==> src/rtl/write_channel_native_pkg.sv <==
// Shared cache back-end header.
// Holds the channel state encodings and the line/word address split helpers.
// Both the line-fill read channel and the write-back channel compute their
// derived widths from these functions, so the two cannot drift apart.
package write_channel_native_pkg;

   // Line-fill read channel states (kept here so both channels share one header).
   typedef enum logic {
      RD_IDLE = 1'b0,
      RD_FILL = 1'b1
   } rd_state_e;

   // Write-back channel states.
   typedef enum logic {
      ST_IDLE  = 1'b0,
      ST_WRITE = 1'b1
   } wr_state_e;

   // Byte-offset bits inside one back-end word.
   function automatic int be_byte_w(input int be_data_w);
      return $clog2(be_data_w / 8);
   endfunction

   // log2 of back-end words per cache line (0 when one back-end word holds the line).
   function automatic int line2mem_w(input int word_off_w, input int be_data_w,
                                     input int fe_data_w);
      return word_off_w - $clog2(be_data_w / fe_data_w);
   endfunction

endpackage

==> src/rtl/write_channel_native_if.sv <==
// Bus bundle of the write-back channel: the eviction request side
// (write_valid/write_addr/write_line/write_ready) and the native memory side
// (mem_valid/mem_addr/mem_wdata/mem_wstrb/mem_ready).
// Modports:
//   slave  - the write-back channel itself
//   master - the environment (cache front-end plus memory)
// Handshake semantics: a request transfers on a rising edge where
// write_valid=1 and write_ready=1; a memory word completes on a rising edge
// where mem_valid=1 and mem_ready=1, and mem_valid/mem_addr/mem_wdata/
// mem_wstrb hold constant from rise until that edge.
interface write_channel_native_if
   import write_channel_native_pkg::*;
#(
   parameter int FE_ADDR_W  = 32,
   parameter int FE_DATA_W  = 32,
   parameter int WORD_OFF_W = 3,
   parameter int BE_ADDR_W  = FE_ADDR_W,
   parameter int BE_DATA_W  = FE_DATA_W
);
   localparam int BE_NBYTES  = BE_DATA_W / 8;
   localparam int BE_BYTE_W  = be_byte_w(BE_DATA_W);
   localparam int LINE2MEM_W = line2mem_w(WORD_OFF_W, BE_DATA_W, FE_DATA_W);
   localparam int LADDR_W    = FE_ADDR_W - BE_BYTE_W - LINE2MEM_W;
   localparam int LINE_W     = (2 ** LINE2MEM_W) * BE_DATA_W;

   logic                 write_valid;
   logic [LADDR_W-1:0]   write_addr;
   logic [LINE_W-1:0]    write_line;
   logic                 write_ready;
   logic                 mem_valid;
   logic [BE_ADDR_W-1:0] mem_addr;
   logic [BE_DATA_W-1:0] mem_wdata;
   logic [BE_NBYTES-1:0] mem_wstrb;
   logic                 mem_ready;

   modport slave (
      input  write_valid, write_addr, write_line, mem_ready,
      output write_ready, mem_valid, mem_addr, mem_wdata, mem_wstrb
   );

   modport master (
      output write_valid, write_addr, write_line, mem_ready,
      input  write_ready, mem_valid, mem_addr, mem_wdata, mem_wstrb
   );

endinterface

==> src/rtl/write_channel_native.sv <==
// Write-back channel of the cache back-end.
// Accepts an evicted dirty line (line address + full line data) in a single
// handshake, registers it, then writes it to memory as a burst of native
// word writes, lowest word first.
// Ports:
//   clk     - clock, rising edge
//   reset   - asynchronous, active-high
//   bus     - write_channel_native_if.slave (request side + native memory side)
//   state_o - current FSM state (debug)
module write_channel_native
   import write_channel_native_pkg::*;
#(
   parameter int FE_ADDR_W  = 32,
   parameter int FE_DATA_W  = 32,
   parameter int WORD_OFF_W = 3,
   parameter int BE_ADDR_W  = FE_ADDR_W,
   parameter int BE_DATA_W  = FE_DATA_W,
   parameter int BE_NBYTES  = BE_DATA_W / 8,
   parameter int BE_BYTE_W  = be_byte_w(BE_DATA_W),
   parameter int LINE2MEM_W = line2mem_w(WORD_OFF_W, BE_DATA_W, FE_DATA_W)
) (
   input  logic                         clk,
   input  logic                         reset,
   write_channel_native_if.slave        bus,
   output wr_state_e                    state_o
);
   localparam int NWORDS  = 2 ** LINE2MEM_W;
   localparam int LADDR_W = FE_ADDR_W - BE_BYTE_W - LINE2MEM_W;

   wr_state_e                         state_q;
   logic [LADDR_W-1:0]                addr_q;
   logic [NWORDS-1:0][BE_DATA_W-1:0]  line_q;

   logic                              last_word;
   logic [FE_ADDR_W-1:0]              byte_addr;
   logic [BE_DATA_W-1:0]              word_sel;

   // Control FSM; the line is captured only at acceptance so later changes
   // on write_line cannot leak into a burst in progress.
   always_ff @(posedge clk or posedge reset) begin
      if (reset) begin
         state_q <= ST_IDLE;
         addr_q  <= '0;
         line_q  <= '0;
      end else begin
         case (state_q)
            ST_IDLE: begin
               if (bus.write_valid) begin
                  addr_q  <= bus.write_addr;
                  line_q  <= bus.write_line;
                  state_q <= ST_WRITE;
               end
            end
            ST_WRITE: begin
               if (bus.mem_ready && last_word) begin
                  state_q <= ST_IDLE;
               end
            end
            default: state_q <= ST_IDLE;
         endcase
      end
   end

   generate
      if (LINE2MEM_W > 0) begin : g_cnt
         logic [LINE2MEM_W-1:0] cnt_q;
         logic [LINE2MEM_W-1:0] cnt_d;

         // Counter saturates on the last word: that completion leaves WRITE
         // instead of wrapping, and the next acceptance restarts it at 0.
         always_comb begin
            cnt_d = cnt_q;
            if (state_q == ST_IDLE) begin
               if (bus.write_valid) cnt_d = '0;
            end else if (bus.mem_ready && !(&cnt_q)) begin
               cnt_d = cnt_q + 1'b1;
            end
         end

         always_ff @(posedge clk or posedge reset) begin
            if (reset) cnt_q <= '0;
            else       cnt_q <= cnt_d;
         end

         assign last_word = &cnt_q;
         assign word_sel  = line_q[cnt_q];
         assign byte_addr = FE_ADDR_W'({addr_q, cnt_q}) << BE_BYTE_W;
      end else begin : g_nocnt
         // Whole line is one back-end word: the first completion ends the burst.
         assign last_word = 1'b1;
         assign word_sel  = line_q[0];
         assign byte_addr = FE_ADDR_W'(addr_q) << BE_BYTE_W;
      end
   endgenerate

   // Outputs depend only on state and registers, never on mem_ready or
   // write_valid, so they stay stable while the memory stalls.
   assign bus.write_ready = (state_q == ST_IDLE);
   assign bus.mem_valid   = (state_q == ST_WRITE);
   assign bus.mem_wstrb   = (state_q == ST_WRITE) ? '1 : '0;
   assign bus.mem_addr    = BE_ADDR_W'(byte_addr);
   assign bus.mem_wdata   = word_sel;
   assign state_o         = state_q;

endmodule
==> src/flat_wrapper.sv <==
// flat-port wrapper written by rule: the top's interface ports become plain ports
module write_channel_native_flat import write_channel_native_pkg::*;
#(
   parameter int FE_ADDR_W  = 32,
   parameter int FE_DATA_W  = 32,
   parameter int WORD_OFF_W = 3,
   parameter int BE_ADDR_W  = FE_ADDR_W,
   parameter int BE_DATA_W  = FE_DATA_W,
   parameter int BE_NBYTES  = BE_DATA_W / 8,
   parameter int BE_BYTE_W  = be_byte_w(BE_DATA_W),
   parameter int LINE2MEM_W = line2mem_w(WORD_OFF_W, BE_DATA_W, FE_DATA_W)
)
  (clk, reset, state_o, bus_write_valid, bus_write_addr, bus_write_line, bus_mem_ready, bus_write_ready, bus_mem_valid, bus_mem_addr, bus_mem_wdata, bus_mem_wstrb);
  write_channel_native_if #(.FE_ADDR_W(FE_ADDR_W), .FE_DATA_W(FE_DATA_W), .WORD_OFF_W(WORD_OFF_W), .BE_ADDR_W(BE_ADDR_W), .BE_DATA_W(BE_DATA_W)) bus_i ();
  input  logic clk;
  input  logic reset;
  output wr_state_e state_o;
  input wire logic [$bits(bus_i.write_valid)-1:0] bus_write_valid;
  input wire logic [$bits(bus_i.write_addr)-1:0] bus_write_addr;
  input wire logic [$bits(bus_i.write_line)-1:0] bus_write_line;
  input wire logic [$bits(bus_i.mem_ready)-1:0] bus_mem_ready;
  output wire logic [$bits(bus_i.write_ready)-1:0] bus_write_ready;
  output wire logic [$bits(bus_i.mem_valid)-1:0] bus_mem_valid;
  output wire logic [$bits(bus_i.mem_addr)-1:0] bus_mem_addr;
  output wire logic [$bits(bus_i.mem_wdata)-1:0] bus_mem_wdata;
  output wire logic [$bits(bus_i.mem_wstrb)-1:0] bus_mem_wstrb;
  assign bus_i.write_valid = bus_write_valid;
  assign bus_i.write_addr = bus_write_addr;
  assign bus_i.write_line = bus_write_line;
  assign bus_i.mem_ready = bus_mem_ready;
  assign bus_write_ready = bus_i.write_ready;
  assign bus_mem_valid = bus_i.mem_valid;
  assign bus_mem_addr = bus_i.mem_addr;
  assign bus_mem_wdata = bus_i.mem_wdata;
  assign bus_mem_wstrb = bus_i.mem_wstrb;
  write_channel_native #(.FE_ADDR_W(FE_ADDR_W), .FE_DATA_W(FE_DATA_W), .WORD_OFF_W(WORD_OFF_W), .BE_ADDR_W(BE_ADDR_W), .BE_DATA_W(BE_DATA_W), .BE_NBYTES(BE_NBYTES), .BE_BYTE_W(BE_BYTE_W), .LINE2MEM_W(LINE2MEM_W)) u_core (.clk(clk), .reset(reset), .bus(bus_i), .state_o(state_o));
endmodule
==> config.mk <==
export PLATFORM = sky130hd
export DESIGN_NAME = write_channel_native_flat
export DESIGN_NICKNAME = d
export VERILOG_FILES = /design/src/rtl/write_channel_native_pkg.sv /design/src/rtl/write_channel_native_if.sv /design/src/rtl/write_channel_native.sv /design/src/flat_wrapper.sv
export SDC_FILE = /design/constraint.sdc
export NUM_CORES = 1
export LEC_CHECK = 0
export CAP_MARGIN = 20
export CORE_ASPECT_RATIO = 2
export CORE_MARGIN = 4
export CORE_UTILIZATION = 40
export CTS_BUF_LIST = sky130_fd_sc_hd__clkbuf_4 sky130_fd_sc_hd__clkbuf_8 sky130_fd_sc_hd__clkbuf_16
export DETAILED_ROUTE_END_ITERATION = 16
export GPL_ROUTABILITY_DRIVEN = 0
export PLACE_DENSITY = 0.69
export REMOVE_ABC_BUFFERS = 1
export SLEW_MARGIN = 20
export SYNTH_ARGS = -nofsm -noshare
export SYNTH_HDL_FRONTEND = slang
export SYNTH_SLANG_ARGS = --single-unit
==> constraint.sdc <==
create_clock -name clk -period 18.5 [get_ports clk]
set_input_delay 1.85 -clock clk [delete_from_list [all_inputs] [get_ports clk]]
set_output_delay 1.85 -clock clk [all_outputs]
set_load 0.005 [all_outputs]
==> impl_metrics.yaml <==
setup_path:
  r2r_start: "u_core.bus.mem_valid"
  crit_path_top_delay_cell: "dfrtp_4"
  arrival_ps: 3550
  worstSetupPathType: "register to output port"
  r2r_slack_ps: 15610
  cp-end-kind: "output port"
  crit_fanout: 36
  required_ps: 16650
  reg2reg_depth: 4
  cp_cell_sequence: "buf_4, mux4_1, mux2_2, clkdlybuf4s50_1"
  startpoint: "u_core.g_cnt.cnt_q[0]"
  slowest_delay_ps: 820
  worst_setup_path_start_kind: "register"
  rr_endpoint: "u_core.addr_q[16]"
logic_synthesis:
  synth_cell_type_count: 19
  synth_ff_type: "dfrtp_1"
  netlist_area_um2: 12730
  yosys.cell_count.top_type: "dfrtp_1"
  syn-instance-count: 737
  synthArstFlopShare: 1.000
  synth_area_leaders: "dfrtp_1, mux2_2, mux2_1"
  ys_warn_count: 0
  synth_area_per_cell_um2: 17.27
  synth-edff-count: 0
  yosysTopAreaCellShare: 0.5642
  ys_seq_area_frac: 0.5642
  ys_ff_latch: 287
  yosys-top-cells-count: "dfrtp_1, mux2_2, mux2_1, mux4_2, buf_2"
  yosysTopAreaCell: "dfrtp_1"
place:
  port_buffers: 355
  hpwl_um: 23370
  pre_cts_slack_ps: 13540
  dp_cells: 1467
worst_hold_path:
  hp-class: "register to register"
  hp-start: "u_core.line_q[46]"
  min_to: "u_core.line_q[46]"
  holdPathStages: 1
sta:
  period_share: 0.2921
  rsz0062_at_grt: "false"
  max-slew-margin-rel: 0.2782
  finalHoldViolCount: 0
  finClkSkew_ps: 18.22
  post-route-min-period_ps: 5405
  final_max_slew_viol_count: 0
  fin_setup_tns_ps: 0
  max_freq_ghz: 0.1850
  fin_ws_ps: 13100
  tightest_slew_ps: 1083
  setup_viol: 0
finish:
  finalNonFillerCells: 1528
  fin_nets: 1362
  syn2layout_area_growth_pct: 37.43
  regArea_um2: 7191
  multi_input_area_um2: 5184
  fillers: 2582
  drive_gt1_frac: 0.2516
grt:
  groute.usage.overall: 0.1830
  grt_first_pass_wirelength_um: 48920
  first_global_vias: 8728
  antenna_found_initial: 18
  globalRouteOverflowTotal: 0
  grt_max_degree: 133
clock_network:
  h-tree-depth: 1
  clk_pin_slew_ps: 60
  clockBufferDepth: 3
  clock_latency_ps: 550
  post-cts-setup-buffers: 0
  clock_sinks: 287
  tritoncts: "yes"
  hold_buffers: 0
  cts_buffers: 27
  cts_root_buf: "clkbuf_16"
  ctsResizeCount: 0
routing:
  dr.pass1.iters: 4
  wire_per_inst_um: 21.45
  vias_per_cell: 5.020
  postRouteAntennaNets: 0
  drcViolationCount: 0
  drtIter0Drc: 187
  drt-total-wl_um: 32770
  vias: 7670
die:
  pin_count: 358
  start_util: 0.4050
  die-area_um2: 34910
  fp.dieH_um: 260.3
  core-area_um2: 31430
  rows: 92
  die_w_um: 134.1
run_status:
  status: "finished, final reports clean"
flow_run:
  cap_violations: 0
power:
  powerDensity_nw_per_um2: 156.0
  ir_worst_vdd_uv: 104.7
  leakage_nw: 7.305
## report_power, final
group          total [W]  internal [W]  switching, W
registers        0.00113      0.000935      0.000200
logic            0.00102      0.000720      0.000297
clock network   0.000578      0.000335      0.000243
## stage by stage
stage	util	hold slack (ps)	total power [W]	cell area [um2]
after floorplan	-	449.2	0.001740	12370
after global placement	0.5261	458.8	0.002149	16530
after detailed placement	0.5261	466.3	0.002186	16530
after CTS	0.5555	481.0	0.002778	17460
after global routing	0.5567	499.0	0.002896	17490
final	0.5567	475.4	0.002729	17490
## per-layer routing
| layer | wire (um) | global-route usage |
|---|---|---|
| met4 | 954 | 0.07701 |
| met5 | 82 | 0 |
| met1 | 10970 | 0.1857 |
| met3 | 1908 | 0.04456 |
| met2 | 18860 | 0.3514 |
## flip-flops by register name, indices dropped and copies added, names as in the netlist
name	flops
u_core.addr_q	27
u_core.bus.mem_valid	1
u_core.g_cnt.cnt_q	3
u_core.line_q	256
## cells in the final DEF (no fill, tap or decap), types with 2 or more instances in the layout
cell type	instances
clkdlybuf4s50_1	355
dfrtp_1	284
mux2_2	173
mux2_1	143
mux4_2	40
clkbuf_16	27
mux4_1	24
diode_2	12
clkinv_2	8
buf_4	6
clkbuf_8	5
bufinv_16	3
clkbuf_4	3
a22o_1	2
ha_1	2
conb_1	2
inv_6	2
buf_6	2
dfrtp_4	2
## logic make-up after synthesis
kind of cell	after synthesis	synth area share
AND/OR/NAND/NOR	4	0.001769
multiplexers	380	0.3999
adder cells (fa/ha/maj)	2	0.001966
flip-flops	287	0.5642
AO/OA/AOI/OAI	4	0.002458
buffers and inverters	59	0.02939
other	1	0.0002946
## critical path: cells and delay by family, from the launching register on
family	cells	cell delay (ps)
muxes	2	920
buffers and inverters	2	1230
DFF	1	820
## layout make-up
type / instances / area share
Timing Repair Buffer: 363 / 0.2070
Multi-Input combinational cell: 392 / 0.2963
Clock inverter: 14 / 0.008941
Antenna cell: 12 / 0.001717
Inverter: 2 / 0.0008583
Clock buffer: 35 / 0.04385
Sequential cell: 287 / 0.4111
Tap cell: 423 / 0.03026
## worst max-delay path by stage
stage / end / slack (ps) / depth (start not counted)
final: bus_mem_wdata[30] / 13100 / 4
after global routing: bus_mem_wdata[20] / 12880 / 4
after CTS: bus_mem_wdata[30] / 12950 / 4
after detailed placement: bus_mem_wdata[30] / 13540 / 4
after global placement: bus_mem_wdata[30] / 13580 / 4
after floorplan: u_core.addr_q[10] / 2610 / 2
Note: power is estimated with default switching activity, not from simulation.
